**config.mk**
```make
export PLATFORM = sky130hd
export DESIGN_NAME = id_ctrl_stage
export DESIGN_NICKNAME = d
export VERILOG_FILES = /design/src/rtl/ctrl_pkg.sv /design/src/rtl/ctrl_decode.sv /design/src/rtl/id_ctrl_stage.sv
export SDC_FILE = /design/constraint.sdc
export NUM_CORES = 1
export LEC_CHECK = 0
export ABC_AREA = 1
export CAP_MARGIN = 20
export CELL_PAD_IN_SITES_DETAIL_PLACEMENT = 0
export CELL_PAD_IN_SITES_GLOBAL_PLACEMENT = 2
export CORE_MARGIN = 5
export CORE_UTILIZATION = 25
export DETAILED_ROUTE_END_ITERATION = 12
export PLACE_DENSITY = 0.79
export REMOVE_ABC_BUFFERS = 1
export SLEW_MARGIN = 10
export SYNTH_ARGS = -nofsm -noshare
export SYNTH_HDL_FRONTEND = slang
export SYNTH_SLANG_ARGS = --single-unit
export TNS_END_PERCENT = 5
```
**constraint.sdc**
```tcl
create_clock -name clk -period 2.5 [get_ports clk]
set_input_delay 0.5 -clock clk [delete_from_list [all_inputs] [get_ports clk]]
set_output_delay 0.5 -clock clk [all_outputs]
set_load 0.05 [all_outputs]
```
**src/rtl/ctrl_pkg.sv**
```systemverilog
// Shared encodings for the ID stage: ALU/branch ops,
// RV32I opcodes and the registered control bundle.
package ctrl_pkg;

  localparam logic [3:0] ALU_ADD   = 4'h0;
  localparam logic [3:0] ALU_SUB   = 4'h1;
  localparam logic [3:0] ALU_AND   = 4'h2;
  localparam logic [3:0] ALU_OR    = 4'h3;
  localparam logic [3:0] ALU_XOR   = 4'h4;
  localparam logic [3:0] ALU_SLL   = 4'h5;
  localparam logic [3:0] ALU_SRL   = 4'h6;
  localparam logic [3:0] ALU_SRA   = 4'h7;
  localparam logic [3:0] ALU_SLT   = 4'h8;
  localparam logic [3:0] ALU_SLTU  = 4'h9;
  localparam logic [3:0] ALU_LUI   = 4'hA;
  localparam logic [3:0] ALU_AUIPC = 4'hB;

  localparam logic [2:0] BR_NONE = 3'd0;
  localparam logic [2:0] BR_BEQ  = 3'd1;
  localparam logic [2:0] BR_BNE  = 3'd2;
  localparam logic [2:0] BR_BLT  = 3'd3;
  localparam logic [2:0] BR_BGE  = 3'd4;
  localparam logic [2:0] BR_BLTU = 3'd5;
  localparam logic [2:0] BR_BGEU = 3'd6;

  localparam logic [6:0] OP_LUI    = 7'b0110111;
  localparam logic [6:0] OP_AUIPC  = 7'b0010111;
  localparam logic [6:0] OP_JAL    = 7'b1101111;
  localparam logic [6:0] OP_JALR   = 7'b1100111;
  localparam logic [6:0] OP_BRANCH = 7'b1100011;
  localparam logic [6:0] OP_LOAD   = 7'b0000011;
  localparam logic [6:0] OP_STORE  = 7'b0100011;
  localparam logic [6:0] OP_IMM    = 7'b0010011;
  localparam logic [6:0] OP_REG    = 7'b0110011;

  typedef struct packed {
    logic [3:0]  alu_op;
    logic [2:0]  br_op;
    logic        alu_src;
    logic        sftmd;
    logic        jal;
    logic        jalr;
    logic        reg_write;
    logic        mem_read;
    logic        mem_write;
    logic        io_read;
    logic        io_write;
    logic        mem_to_reg;
    logic [4:0]  rd;
    logic [4:0]  rs1;
    logic [4:0]  rs2;
    logic [31:0] instr;
    logic        illegal;
  } ctrl_t;

endpackage

```
**src/rtl/ctrl_decode.sv**
```systemverilog
// Pure combinational RV32I decoder producing the ctrl_t
// bundle plus register-use and MMIO classification.
module ctrl_decode
  import ctrl_pkg::*;
#(
  parameter int unsigned IO_BASE_REG = 27,
  parameter logic [31:0] IO_RD_MASK  = 32'h0000_013E,
  parameter logic [31:0] IO_WR_MASK  = 32'h0000_00C0
) (
  input  logic [31:0] instr,
  output ctrl_t       ctrl,
  output logic        uses_rs1,
  output logic        uses_rs2,
  output logic        is_io
);

  logic [6:0] opc;
  logic [6:0] f7;
  logic [2:0] f3;
  logic       io_ok;
  logic       alt;
  logic       bad;
  logic [3:0] f3_op;

  assign opc   = instr[6:0];
  assign f3    = instr[14:12];
  assign f7    = instr[31:25];
  assign alt   = (f7 == 7'h20);
  // imm[11:5] sits in instr[31:25] for both I and S formats
  assign io_ok = (instr[19:15] == 5'(IO_BASE_REG)) && (f7 == 7'd0);

  always_comb begin
    unique case (f3)
      3'b000: f3_op = ALU_ADD;
      3'b001: f3_op = ALU_SLL;
      3'b010: f3_op = ALU_SLT;
      3'b011: f3_op = ALU_SLTU;
      3'b100: f3_op = ALU_XOR;
      3'b101: f3_op = ALU_SRL;
      3'b110: f3_op = ALU_OR;
      3'b111: f3_op = ALU_AND;
    endcase
  end

  always_comb begin
    ctrl     = '0;
    uses_rs1 = 1'b0;
    uses_rs2 = 1'b0;
    bad      = 1'b0;
    unique case (1'b1)
      opc == OP_REG: begin
        uses_rs1       = 1'b1;
        uses_rs2       = 1'b1;
        ctrl.reg_write = 1'b1;
        ctrl.alu_op    = f3_op;
        if (alt && f3 == 3'b000) ctrl.alu_op = ALU_SUB;
        else if (alt && f3 == 3'b101) ctrl.alu_op = ALU_SRA;
        else bad = (f7 != 7'd0);
      end
      opc == OP_IMM: begin
        uses_rs1       = 1'b1;
        ctrl.alu_src   = 1'b1;
        ctrl.reg_write = 1'b1;
        ctrl.alu_op    = f3_op;
        if (f3 == 3'b001 || f3 == 3'b101) begin
          ctrl.sftmd = 1'b1;
          if (alt && f3 == 3'b101) ctrl.alu_op = ALU_SRA;
          else bad = (f7 != 7'd0);
        end
      end
      opc == OP_LOAD: begin
        uses_rs1        = 1'b1;
        ctrl.alu_src    = 1'b1;
        ctrl.reg_write  = 1'b1;
        ctrl.mem_to_reg = 1'b1;
        ctrl.io_read    = io_ok && IO_RD_MASK[instr[24:20]];
        ctrl.mem_read   = !ctrl.io_read;
        bad             = (f3 != 3'b010);
      end
      opc == OP_STORE: begin
        uses_rs1       = 1'b1;
        uses_rs2       = 1'b1;
        ctrl.alu_src   = 1'b1;
        ctrl.io_write  = io_ok && IO_WR_MASK[instr[11:7]];
        ctrl.mem_write = !ctrl.io_write;
        bad            = (f3 != 3'b010);
      end
      opc == OP_BRANCH: begin
        uses_rs1    = 1'b1;
        uses_rs2    = 1'b1;
        ctrl.alu_op = ALU_SUB;
        case (f3)
          3'b000:  ctrl.br_op = BR_BEQ;
          3'b001:  ctrl.br_op = BR_BNE;
          3'b100:  ctrl.br_op = BR_BLT;
          3'b101:  ctrl.br_op = BR_BGE;
          3'b110:  ctrl.br_op = BR_BLTU;
          3'b111:  ctrl.br_op = BR_BGEU;
          default: begin
            ctrl.br_op = BR_NONE;
            bad        = 1'b1;
          end
        endcase
      end
      opc == OP_JAL: begin
        ctrl.jal       = 1'b1;
        ctrl.reg_write = 1'b1;
      end
      opc == OP_JALR: begin
        uses_rs1       = 1'b1;
        ctrl.jalr      = 1'b1;
        ctrl.alu_src   = 1'b1;
        ctrl.reg_write = 1'b1;
        bad            = (f3 != 3'b000);
      end
      opc == OP_LUI: begin
        ctrl.alu_op    = ALU_LUI;
        ctrl.alu_src   = 1'b1;
        ctrl.reg_write = 1'b1;
      end
      opc == OP_AUIPC: begin
        ctrl.alu_op    = ALU_AUIPC;
        ctrl.alu_src   = 1'b1;
        ctrl.reg_write = 1'b1;
      end
      default: bad = 1'b1;
    endcase
    if (bad) begin
      ctrl         = '0;
      uses_rs1     = 1'b0;
      uses_rs2     = 1'b0;
      ctrl.illegal = 1'b1;
    end
    ctrl.rd    = instr[11:7];
    ctrl.rs1   = instr[19:15];
    ctrl.rs2   = instr[24:20];
    ctrl.instr = instr;
  end

  assign is_io = ctrl.io_read | ctrl.io_write;

endmodule

```
**src/rtl/id_ctrl_stage.sv**
```systemverilog
// Registered ID/EX stage: decode, load-use and MMIO
// spacing stalls, flush and sticky illegal flag.
module id_ctrl_stage
  import ctrl_pkg::*;
#(
  parameter int unsigned IO_BASE_REG = 27,
  parameter logic [31:0] IO_RD_MASK  = 32'h0000_013E,
  parameter logic [31:0] IO_WR_MASK  = 32'h0000_00C0,
  parameter int unsigned IO_GAP      = 2
) (
  input  logic        clk,
  input  logic        rst_n,
  input  logic        if_valid,
  input  logic [31:0] if_instr,
  output logic        if_ready,
  input  logic        flush,
  input  logic        ex_ready,
  output logic        ex_valid,
  output logic [3:0]  ex_alu_op,
  output logic [2:0]  ex_br_op,
  output logic        ex_alu_src,
  output logic        ex_sftmd,
  output logic        ex_jal,
  output logic        ex_jalr,
  output logic        ex_reg_write,
  output logic        ex_mem_read,
  output logic        ex_mem_write,
  output logic        ex_io_read,
  output logic        ex_io_write,
  output logic        ex_mem_to_reg,
  output logic [4:0]  ex_rd,
  output logic [4:0]  ex_rs1,
  output logic [4:0]  ex_rs2,
  output logic [31:0] ex_instr,
  output logic        ex_illegal,
  output logic        illegal_seen
);

  ctrl_t      dec;
  ctrl_t      ex_q;
  logic       ex_v;
  logic       ill_q;
  logic [3:0] io_cnt;
  logic       uses_rs1;
  logic       uses_rs2;
  logic       is_io;
  logic       adv;
  logic       ex_io;
  logic       load_use;
  logic       io_block;
  logic       stall;

  ctrl_decode #(
    .IO_BASE_REG(IO_BASE_REG),
    .IO_RD_MASK (IO_RD_MASK),
    .IO_WR_MASK (IO_WR_MASK)
  ) u_dec (
    .instr   (if_instr),
    .ctrl    (dec),
    .uses_rs1(uses_rs1),
    .uses_rs2(uses_rs2),
    .is_io   (is_io)
  );

  assign adv   = !ex_v | ex_ready;
  assign ex_io = ex_v & (ex_q.io_read | ex_q.io_write);

  assign load_use = ex_v
                  & (ex_q.mem_read | ex_q.io_read)
                  & (ex_q.rd != 5'd0)
                  & ((uses_rs1 & (if_instr[19:15] == ex_q.rd))
                   | (uses_rs2 & (if_instr[24:20] == ex_q.rd)));

  // An IO op still sitting in EX has not left yet, so the
  // gap has not started counting; hold the next one too.
  assign io_block = is_io & ((io_cnt != 4'd0) | ex_io);
  assign stall    = if_valid & (load_use | io_block);
  assign if_ready = flush | (adv & !stall);

  always_ff @(posedge clk or negedge rst_n) begin
    if (!rst_n) begin
      ex_v   <= 1'b0;
      ex_q   <= '0;
      ill_q  <= 1'b0;
      io_cnt <= 4'd0;
    end else begin
      if (flush) begin
        ex_v <= 1'b0;
        ex_q <= '0;
      end else if (adv) begin
        if (if_valid && !stall) begin
          ex_v <= 1'b1;
          ex_q <= dec;
          if (dec.illegal) ill_q <= 1'b1;
        end else begin
          ex_v <= 1'b0;
          ex_q <= '0;
        end
      end
      if (ex_io && ex_ready) io_cnt <= 4'(IO_GAP);
      else if (io_cnt != 4'd0) io_cnt <= io_cnt - 4'd1;
    end
  end

  assign ex_valid      = ex_v;
  assign ex_alu_op     = ex_q.alu_op;
  assign ex_br_op      = ex_q.br_op;
  assign ex_alu_src    = ex_q.alu_src;
  assign ex_sftmd      = ex_q.sftmd;
  assign ex_jal        = ex_q.jal;
  assign ex_jalr       = ex_q.jalr;
  assign ex_reg_write  = ex_q.reg_write;
  assign ex_mem_read   = ex_q.mem_read;
  assign ex_mem_write  = ex_q.mem_write;
  assign ex_io_read    = ex_q.io_read;
  assign ex_io_write   = ex_q.io_write;
  assign ex_mem_to_reg = ex_q.mem_to_reg;
  assign ex_rd         = ex_q.rd;
  assign ex_rs1        = ex_q.rs1;
  assign ex_rs2        = ex_q.rs2;
  assign ex_instr      = ex_q.instr;
  assign ex_illegal    = ex_q.illegal;
  assign illegal_seen  = ill_q;

endmodule

```
Word-level counts from Yosys, hierarchy flattened

Memories as Yosys holds them, arrays and structs flattened.
Cells that the tools add are included.

Logic and storage cells: 128
Register bits after elaboration: 71
Memories kept: 3
Bits in read-only memories: 96
Output and inout port bits: 68
Bits of input ports: 37

Memories:

| name             | depth | width | read ports | clocked after memory_dff | write ports | line              | RTL |
|---|---|---|---|---|---|---|---|
| (name not given) | 32    | 1     | 1          | 0                        | 0           | ctrl_decode.sv:76 | `ctrl.io_read = io_ok && IO_RD_MASK[instr[24:20]];` |
| (name not given) | 32    | 1     | 1          | 0                        | 0           | ctrl_decode.sv:84 | `ctrl.io_write = io_ok && IO_WR_MASK[instr[11:7]];` |
| (name not given) | 8     | 4     | 1          | 0                        | 0           | ctrl_decode.sv:33 | `unique case (f3)` |

Multiplexer cells: 37
Equal/unequal tests: 19
Add/sub/neg operators: 1
Magnitude comparators: 2
Bitwise gates (word level): 18
Reductions and logical operators: 28

Operator list:

| operator           | count |
|---|---|
| $mux 65            | 4 |
| $eq 7x6->1 const B | 4 |
| $mux 1             | 24 |
| $eq 7x7->1 const B | 3 |
| $mux 4             | 5 |
| $pmux 4 s5         | 1 |
| $pmux 3 s6         | 1 |
| $reduce_or 6->1    | 3 |
| $eq 7x5->1 const B | 2 |
| $eq 3x3->1 const B | 4 |
| $lt 5x6->1 const B | 2 |
| $eq 5x5->1         | 2 |
| $and 1x1->1        | 9 |
| $or 1x1->1         | 8 |
| $eq 7x2->1 const B | 1 |
| $logic_and 1x1->1  | 7 |
| $logic_not 7->1    | 1 |
| $reduce_bool 7->1  | 1 |
| $reduce_or 7->1    | 1 |
| $pmux 1 s6         | 1 |
| $reduce_or 3->1    | 2 |
| $eq 5x5->1 const B | 1 |
| $reduce_bool 5->1  | 1 |
| $logic_not 1->1    | 4 |
| 12 further kinds   | 13 |

Longest topological paths before layout

Depth in word-level cells: 16
Gate-level depth with buffers: 16
Gate-level depth less buffers: 15

Modules after synthesis

A second synthesis with hierarchy kept.

Cells, all modules: 570
Area total of the unflattened synthesis: 4,302.9 µm²

Modules (own cells, without submodules):

| module        | area an instance (µm²) | cells each | times used | seq. area each (µm²) |
|---|---|---|---|---|
| id_ctrl_stage | 3,260.6                | 387        | 1          | 1,776.7 |
| ctrl_decode   | 1,042.2                | 183        | 1          | 0.0 |

Worst setup path after synthesis

No wires, ideal clock.

Kind: input to output
From: input if_instr[5]
To: output if_ready
Arrival: 2.214 ns
Required time: 2.000 ns
Setup slack: -0.214 ns
Stages on the path: 11
Path buffers: 1
Cells stage by stage: buf_2 -> nand3_2 -> nor2_1 -> nand2_1 -> nand2_1 -> nor2_2 -> nand3_4 -> a21oi_2 -> nand2_2 -> nand2_4 -> a31oi_1

Word-level cells in the longest chain between the ends: 12
Elaborated cells between the ends (all ways): 32
Those cells by class: 9 x eq/ne; 8 x mux; 10 x bitwise; 5 x reduce/logical

RTL lines:

| item                                                           | line                                     | RTL |
|---|---|---|
| start: declaration                                             | id_ctrl_stage.sv:14                      | `input logic [31:0] if_instr,` |
| $eq 7x5->1, or another cell as far along                       | ctrl_decode.sv:121                       | `opc == OP_AUIPC: begin` |
| $reduce_or 3->1 (no source line), or another cell as far along | --                                       |  |
| $pmux 1 s6 / $mux 1 (equally long branches)                    | ctrl_decode.sv:50                        | `unique case (1'b1)` |
| $mux 1                                                         | ctrl_decode.sv:128                       | `if (bad) begin` |
| $and 1x1->1, on equally long branches                          | id_ctrl_stage.sv:71, id_ctrl_stage.sv:72 |  |
| $or 1x1->1                                                     | id_ctrl_stage.sv:72                      | `\| (uses_rs2 & (if_instr[24:20] == ex_q.rd)));` |
| $and 1x1->1                                                    | id_ctrl_stage.sv:71                      | `& ((uses_rs1 & (if_instr[19:15] == ex_q.rd))` |
| $or 1x1->1 *                                                   | id_ctrl_stage.sv:77                      | `assign stall = if_valid & (load_use \| io_block);` |
| $and 1x1->1 *                                                  | id_ctrl_stage.sv:77                      |  |
| $logic_not 1->1 *                                              | id_ctrl_stage.sv:78                      | `assign if_ready = flush \| (adv & !stall);` |
| $and 1x1->1 *                                                  | id_ctrl_stage.sv:78                      |  |
| $or 1x1->1 *                                                   | id_ctrl_stage.sv:78                      |  |
| end: declaration                                               | id_ctrl_stage.sv:15                      | `output logic if_ready,` |

Mark *: on every way between the ends. The rest lies on a longest branch, timed or not.

Worst setup path after layout

From: input if_instr[15]
To: output if_ready

Word-level cells in the longest chain between the ends: 12
Elaborated cells between the ends (all ways): 18
Those cells by class: 2 x eq/ne; 3 x mux; 9 x bitwise; 4 x reduce/logical

RTL lines:

| item                                        | line                                 | RTL |
|---|---|---|
| $eq 5x5->1                                  | ctrl_decode.sv:30                    | `assign io_ok = (instr[19:15] == 5'(IO_BASE_REG)) && (f7 == 7'd0);` |
| $logic_and 1x1->1                           | ctrl_decode.sv:30                    |  |
| $logic_and 1x1->1, on equally long branches | ctrl_decode.sv:76, ctrl_decode.sv:84 |  |
| $mux 1                                      | ctrl_decode.sv:50                    |  |
| $mux 65                                     | ctrl_decode.sv:128                   |  |
| $or 1x1->1                                  | ctrl_decode.sv:140                   | `assign is_io = ctrl.io_read \| ctrl.io_write;` |
| $and 1x1->1                                 | id_ctrl_stage.sv:76                  | `assign io_block = is_io & ((io_cnt != 4'd0) \| ex_io);` |
| $or 1x1->1 *                                | id_ctrl_stage.sv:77                  |  |
| $and 1x1->1 *                               | id_ctrl_stage.sv:77                  |  |
| $logic_not 1->1 *                           | id_ctrl_stage.sv:78                  |  |
| $and 1x1->1 *                               | id_ctrl_stage.sv:78                  |  |
| $or 1x1->1 *                                | id_ctrl_stage.sv:78                  |  |

Marks and branches as above.

==> metrics.md <==
| Metric | Value |
|---|---|
| Post-CTS Hold Buffers | `0` |
| Period utilization | `97.4%` |
| Die H | `125 um` |
| ANT cells | `0` |
| Buffer levels on the longest clock path | `2` |
| Area grow syn2layout | `59.0%` |
| Vias in the first global route | `3406` |
| PwrDens | `457 nW/um^2` |
| Combinational group share of total power | `27.1%` |
| Via count | `3317` |
| Ports | `105` |
| Mean Syn Cell Area | `7.47 sq um` |
| PnR Total Power | `2.39 mW` |
| CP max stage cell | `clkdlybuf4s15_1` |
| Nets@finish | `642` |
| P_sw | `0.771 mW` |
| Post-route ant nets | `0` |
| Worst skew pair latency | `300 ps` |
| Peak per-stage delay on the critical path | `190 ps` |
| Final Skew | `6.71 ps` |
| Top cells by area, synth | `dfrtp_1 43%, nand2_1 15%, inv_1 5.7%, nor2_1 5.7%, nand3_1 5.2%` |
| Cells after Synth | `441` |
| Total track usage | `13.7%` |
| Most common library cell in the layout ignoring fill and taps | `nand2_1` |
| Crit path cell chain | `clkdlybuf4s15_1 -> buf_6 -> xor2_1 -> nor2_1 -> nand2_1 -> nor2_2 -> nand2_1 -> a21oi_2 -> nand2_4 -> nand2_4 -> a31oi_1 -> buf_4` |
| Root Buffer Master | `clkbuf_16` |
| Max-Cap Viols | `0` |
| Switching portion of total power | `32.2%` |
| Peak Freq | `0.411 GHz` |
| Worst hold slack | `261 ps` |
| Worst vdd ir | `0.231 mV` |
| Max FO, Critical Path | `2` |
| Final Max Tran Viols | `0` |
| Design area | `5240 sq um` |
| CP required | `2000 ps` |
| CTS Buf Count | `5` |
| Final setup violation count | `0` |
| WL final | `10.6 mm` |
| Min Tclk post-route | `2430 ps` |
| Layout Utilization | `40.0%` |
| Leakage power | `2.56 nW` |
| Vias per cell | `4.25` |
| PortBufs | `104` |
| Worst setup SP type | `primary input` |
| DRC violations left | `0` |
| Status | `completed` |
| Drt first pass iters | `4` |
| Global route overflow | `0` |
| Final Hold Vio Count | `0` |
| Area after DPL | `4810 sq um` |
| Initial antenna violation count | `0` |
| Detailed placer's ending HPWL | `7.88 mm` |
| Internal cell power | `1.62 mW` |
| First-pass GRT wire length | `17.2 mm` |
| Chip Width | `125 um` |
| Clock tree sinks | `56` |
| Post-DR wirelength/cell | `13.6 um` |
| H-tree Lvls | `2` |
| Most frequent cells in the layout | `121 x nand2_1, 76 x buf_4, 74 x clkdlybuf4s50_1, 52 x dfrtp_1, 43 x inv_1` |
| HP Class | `in2async` |
| Worst-Margin Slew | `757 ps` |
| Worst-path clk slew | `70 ps` |
| Cell Area, Synth | `3300 sq um` |
| Share of total power in the clock network | `30.6%` |
| CTS tree | `built` |
| Layout cells sized above 1 | `30.8%` |
| Synth unique cells | `32` |
| Sequential share of the synthesized area | `42.5%` |
| Largest net degree at the start of global routing | `37` |
| Synth top area share | `42.5%` |
| Total die area | `15600 sq um` |
| Gp weighted congestion | `0.774` |
| Core area | `13100 sq um` |
| CP Capture Type | `output port` |
| First DRT Iteration DRCs | `96` |
| Ys Warns | `0` |
| Std cell rows | `42` |
| Max reg flops | `20` |
| WP data arrival | `1930 ps` |
| Slew margin rel. | `49.5%` |
| Dominant cell type by area after synthesis | `dfrtp_1` |
| Initial Utilization | `25.2%` |
| Crit Path Category | `in2out` |
| Register share of total power | `42.3%` |
| Yosys reg bits | `56` |
[critical path: cells and delay by family]
family | cells | cell delay [ps]
AND/OR/NAND/NOR | 6 | 540
buffers and inverters | 3 | 500
XOR/XNOR | 1 | 140
AO/OA/AOI/OAI | 2 | 250
[power by group through the flow]
stage | Clock (mW) | Combinational [mW] | Sequential [mW]
2_1_floorplan | 0 | 0.213 | 1.15
3_3_place_gp | 0 | 0.610 | 1.03
3_5_place_dp | 0 | 0.622 | 1.03
4_1_cts | 0.771 | 0.639 | 1.01
5_1_grt | 0.811 | 0.708 | 1.02
6_report | 0.733 | 0.647 | 1.01
[synth_stat cells, drive strengths merged]
cell type / number
o32ai: 1
o21bai: 14
dfrtp: 56
inv: 60
xnor2: 3
clkbuf: 6
nor3: 6
nand2: 136
o21ai: 8
nand3: 46
nand4: 6
nand3b: 1
xor2: 6
nor2: 55
o211ai: 3
ha: 2
a21oi: 6
a2111oi: 1
buf: 22
a31oi: 2
nor4: 1
[per-layer routing]
layer	up-vias	GRT usage [%]	part of all wire, %
met3	13	3.34	3.9
li1	1693	-	-
met2	71	24.2	51
met5	-	0	0
met1	1540	16.6	44
met4	0	3.44	1.7
[path summary, 6_finish.rpt]
check	startpoint	depth (start not counted)	slack [ps]	to
worst max-delay path	if_instr[15]	12	70	if_ready
worst min-delay path	rst_n	1	260	ex_br_op[1]$_DFFE_PN0P_
worst max register to register	io_cnt[0]$_DFFE_PN0P_	10	560	ex_sftmd$_DFFE_PN0P_
worst min register to register	illegal_seen$_DFFE_PN0P_	2	460	illegal_seen$_DFFE_PN0P_
max in group asynchronous	rst_n	2	1620	io_cnt[2]$_DFFE_PN0P_
min in group clk	if_instr[25]	3	440	ex_instr[25]$_DFFE_PN0P_
[logic make-up (layout without fill, tap and decap cells)]
logic type	count (synthesis)	in the layout	share of synthesized area [%]
buffers and inverters	88	251	12.8
DFF	56	56	42.5
adders and majority gates	2	2	0.759
and+or+nand+nor	251	251	34.5
AOI/OAI and AO/OA	35	35	7.02
xor gates and xnor gates	9	9	2.39
[timing repair]
action,4_1_cts,5_1_grt
setup buffers,17,7
endpoints found under the setup margin,1,3
gates resized for setup,109,40
endpoints found under the hold margin,0,0
pin swaps,22,30
[cell type report]
cell class | instances | area, sq um
fillers | 1376 | 7850
multi-input cells | 297 | 1660
repair buffers | 183 | 1570
flip-flops and latches | 56 | 1410
inverters | 60 | 233
well taps | 176 | 220
clock buffers | 8 | 146
[through the flow]
stage / TNS, ps / instances / setup WS (ps)
after detailed placement: -7570 / 748 / -456
after CTS: 0 / 773 / 0.307
final: 0 / 780 / 65.7
after global routing: -44.6 / 780 / -17.8
after floorplan: -9530 / 413 / -530
after global placement: -5280 / 748 / -426
(Power assumes the default switching activity.)
